$ cat config.mk
export PLATFORM = sky130hd
export DESIGN_NAME = serial_adder
export DESIGN_NICKNAME = d
export VERILOG_FILES = /design/src/rtl/serial_adder.sv
export SDC_FILE = /design/constraint.sdc
export NUM_CORES = 1
export LEC_CHECK = 0
export ABC_AREA = 1
export CORE_MARGIN = 8
export CORE_UTILIZATION = 40
export CTS_CLUSTER_DIAMETER = 150
export DETAILED_ROUTE_END_ITERATION = 8
export PLACE_DENSITY = 0.66
export SLEW_MARGIN = 5
export SYNTH_ARGS = -nofsm -noshare
export SYNTH_HDL_FRONTEND = slang
export SYNTH_SLANG_ARGS = --single-unit
$ cat constraint.sdc
create_clock -name clk -period 1.8 [get_ports clk]
set_input_delay 0.27 -clock clk [delete_from_list [all_inputs] [get_ports clk]]
set_output_delay 0.27 -clock clk [all_outputs]
set_load 0.1 [all_outputs]
$ cat src/rtl/serial_adder.sv
// serial_adder: bit-serial adder, one full_adder reused LSB-first with the carry held in a flip-flop.
module full_adder (
  input  logic a,
  input  logic b,
  input  logic carry_in,
  output logic sum,
  output logic carry_out
);
  assign sum = a ^ b ^ carry_in;
  assign carry_out = (a & b) | (carry_in & (a ^ b));
endmodule

module serial_adder #(
  parameter int WIDTH = 8
) (
  input  logic             clk,
  input  logic             rst_n,
  input  logic             start_valid,
  output logic             start_ready,
  input  logic [WIDTH-1:0] a,
  input  logic [WIDTH-1:0] b,
  input  logic             carry_in,
  output logic             result_valid,
  input  logic             result_ready,
  output logic [WIDTH-1:0] sum,
  output logic             carry_out,
  output logic             busy
);
  localparam int CW = $clog2(WIDTH) + 1;
  typedef enum logic [1:0] {IDLE, RUN, DONE} state_t;
  state_t r_state, w_state_nxt;
  logic [WIDTH-1:0] r_a_sh, r_b_sh, r_sum_sh, r_sum, w_sum_nxt;
  logic [CW-1:0] r_count;
  logic r_carry_q, r_carry_out, r_result_valid, w_fa_s, w_fa_c, w_accept, w_last;
  full_adder u_fa (
    .a(r_a_sh[0]),
    .b(r_b_sh[0]),
    .carry_in(r_carry_q),
    .sum(w_fa_s),
    .carry_out(w_fa_c)
  );
  always_comb begin
    w_accept = start_valid && r_state == IDLE;
    w_last = r_state == RUN && r_count == CW'(WIDTH - 1);
    w_sum_nxt = (r_sum_sh >> 1) | (WIDTH'(w_fa_s) << (WIDTH - 1));
    w_state_nxt = w_accept ? RUN : w_last ? DONE : (r_state == DONE && result_ready) ? IDLE : r_state;
  end
  always_ff @(posedge clk or negedge rst_n) begin
    if (!rst_n) r_state <= IDLE;
    else r_state <= w_state_nxt;
  end
  // sum register is written only on the final bit so it holds after the handshake
  always_ff @(posedge clk or negedge rst_n) begin
    if (!rst_n) begin
      r_a_sh <= '0;
      r_b_sh <= '0;
      r_sum_sh <= '0;
      r_carry_q <= 1'b0;
      r_count <= '0;
      r_sum <= '0;
      r_carry_out <= 1'b0;
      r_result_valid <= 1'b0;
    end else begin
      if (w_accept) begin
        r_a_sh <= a;
        r_b_sh <= b;
        r_carry_q <= carry_in;
        r_count <= '0;
      end else if (r_state == RUN) begin
        r_a_sh <= r_a_sh >> 1;
        r_b_sh <= r_b_sh >> 1;
        r_sum_sh <= w_sum_nxt;
        r_carry_q <= w_fa_c;
        r_count <= r_count + 1'b1;
      end
      if (w_last) begin
        r_sum <= w_sum_nxt;
        r_carry_out <= w_fa_c;
      end
      r_result_valid <= w_state_nxt == DONE;
    end
  end
  assign start_ready = r_state == IDLE;
  assign busy = r_state != IDLE;
  assign result_valid = r_result_valid;
  assign sum = r_sum;
  assign carry_out = r_carry_out;
endmodule

==> impl_metrics.json <==
{
  "relSlewSlack": 0.677,
  "status": "finished, final reports clean",
  "drt_pass1_iterations": 4,
  "synth_top_area_share": 0.582,
  "ys_warn_count": 0,
  "r2r_setup_slack_ns": 0.40,
  "p_comb_frac": 0.047,
  "synth_edf_count": 0,
  "arrival_ns": 1.44,
  "netlist_top_cells_area": "dfrtp_1 58%, nand2_1 17%, nand3_1 13%",
  "drt_iter0_markers": 41,
  "grt_pass1_vias": 1349,
  "intPower_uw": 1250,
  "synth_cell_types": 19,
  "crit_path_max_fanout": 9,
  "finalHoldViolations": 0,
  "clk_pin_slew_ns": 0.07,
  "post_dp_cell_area_um2": 2120,
  "num_vias": 1389,
  "r2r_start": "r_state[1]",
  "rsz0062_at_grt": "no",
  "rr_worst_depth": 5,
  "die_h_um": 81.6,
  "drive_gt1_frac": 0.132,
  "ant_nets": 0,
  "die-area_um2": 6660,
  "coreArea_um2": 4230,
  "fmax_mhz": 583,
  "clock_latency_ns": 0.29,
  "leakage_uw": 0.00105,
  "n_antenna_cell": 0,
  "yosysTopAreaCell": "dfrtp_1",
  "wl_met1_um": 1730,
  "final_cell_area_um2": 2220,
  "wl_per_cell_um": 12.7,
  "port-buffer-count": 32,
  "tightest_slew_ns": 0.485,
  "critPathCaptureType": "output port",
  "setup_viol": 0,
  "report.final.slew_viol_count": 0,
  "rows": 24,
  "yosysSeqAreaShare": 0.582,
  "totalWireLength_um": 3630,
  "powerDensity_nw_per_um2": 712,
  "drc": 0,
  "ir_drop_uv": 472,
  "async_reset_ff_frac": 1.00,
  "cp.required_ns": 1.53,
  "syn_area_um2": 1720,
  "syn_area_per_cell_um2": 8.82,
  "drv_cap": 0,
  "numCtsBuffers": 5,
  "highest_layer": "met4",
  "power.share.sequential": 0.567,
  "holdCritPathClass": "primary input to async pin",
  "viasPerCell": 4.86,
  "grt_max_degree": 22,
  "syn-num-nets": 218,
  "ys_ff_latch": 40,
  "cts_tree": "yes",
  "hold_slack_ns": 0.470,
  "ys_top_cells_by_count": "77 x nand2_1, 43 x nand3_1, 40 x dfrtp_1",
  "start_util": 0.406,
  "hpwl_um": 2540,
  "cts_sinks": 40,
  "ios": 33,
  "finalNetCount": 256,
  "postCtsResizedCells": 0,
  "htreeDepth": 2,
  "tns_ns": 0,
  "min_period_ns": 1.71,
  "dr_wl_met2_um": 1590,
  "worstSetupPathType": "flip-flop to output port",
  "cts_root_buffer": "clkbuf_8",
  "die-width_um": 81.6,
  "p_sw_frac": 0.208,
  "grt_overflow": 0,
  "synthFlopType": "dfrtp_1",
  "routed-wl-met3_um": 248,
  "synth.most_common_cell": "nand2_1",
  "clock_path_buffers": 2,
  "gp_congestion": 0.688,
  "seq_area_um2": 1000,
  "grt_util_all_layers": 0.120,
  "reg2reg_to": "r_carry_q",
  "skew_ns": 0.00482,
  "syn_to_final_growth_pct": 29.2,
  "antenna_found_initial": 0,
  "post-route-period-util": 0.952,
  "multiInputGateArea_um2": 632,
  "cp-start-kind": "flip-flop",
  "grt_first_pass_wirelength_um": 6230,
  "num-fill-cells": 382,
  "p_clk_frac": 0.386,
  "synthCells": 195,
  "p_sw_uw": 329
}
-- repair_timing --
| item | 4_1_cts | 5_1_grt |
|---|---|---|
| hold buffers | 1 | 0 |
| endpoints found under the hold margin | 19 | 0 |
| setup buffers | 0 | 0 |
-- worst max-delay path: stages, from the launching register on --
cell and delay [ns]:
dfrtp_1 0.44, nor2_1 0.29, buf_4 0.24, buf_12 0.18
-- registers in the layout, summed over array words and instances, names as in the netlist --
signal and cells:
r_a_sh 8, r_b_sh 8, r_sum_sh 7, carry_out 1, sum 8, r_state 2
result_valid 1, r_count 4, r_carry_q 1
-- power by group through the flow --
stage / combinational [µW] / sequential (µW) / clock, µW
global route: 83.2 / 898 / 675
CTS: 76.9 / 898 / 636
floorplan: 5.83 / 916 / 0
global placement: 74.7 / 916 / 0
finish: 74.4 / 898 / 611
detailed placement: 75.0 / 916 / 0
-- layout make-up --
cell class | instances | share of cell area
timing repair buffer | 41 | 0.182
inverter | 7 | 0.0135
clock buffer | 8 | 0.0405
sequential | 40 | 0.450
multi-input combinational | 138 | 0.284
tap | 52 | 0.0293
-- cell families after synthesis --
logic type / Yosys count / synth area share
simple gates: 126 / 0.318
flops: 40 / 0.582
buf+inv: 17 / 0.0509
compound gates: 10 / 0.0305
fa+ha+maj: 2 / 0.0189
-- how the worst max path moves through the flow --
| stage | start | endpoint | cells past startpoint |
|---|---|---|---|
| global placement | r_state[1] | start_ready | 3 |
| floorplan | r_state[1] | busy | 3 |
| detailed placement | r_count[0] | carry_out | 6 |
| CTS | r_state[1] | start_ready | 3 |
| finish | r_state[1] | start_ready | 3 |
| global route | r_state[0] | start_ready | 3 |
-- per-layer routing --
metal | up-vias | GRT usage
li1 | 702 | -
met1 | 648 | 0.152
met2 | 31 | 0.183
met3 | 8 | 0.0394
met4 | 0 | 0.0526
met5 | - | 0
-- stage by stage --
step / setup WS, ns / power [µW] / utilization / cells
after floorplan: 0.136 / 922 / - / 195
after global placement: 0.438 / 990 / 0.501 / 277
after detailed placement: 0.383 / 991 / 0.501 / 277
after CTS: 0.0801 / 1610 / 0.525 / 286
after global routing: 0.0355 / 1660 / 0.525 / 286
final: 0.0859 / 1580 / 0.525 / 286
-- cells in the final DEF (no fill, tap or decap) --
cell type        netlist  layout
dfrtp_1               40      40
o21ai_0                8       8
nand4_1                1       1
o21bai_1               1       1
fa_1                   1       1
o21ai_1                1       1
nor2_1                 2       2
nor2_4                 2       2
nand3_1               43      43
dlygate4sd3_1          0       1
buf_4                  3      16
nand2_2                1       1
inv_1                  7       6
buf_12                 0       4
buf_2                  3       1
ha_1                   1       1
clkbuf_8               0       6
nand2_1               77      77
clkinvlp_4             0       1
clkdlybuf4s50_1        0      19
clkbuf_1               1       2
Note: power is estimated with default switching activity, not from simulation.
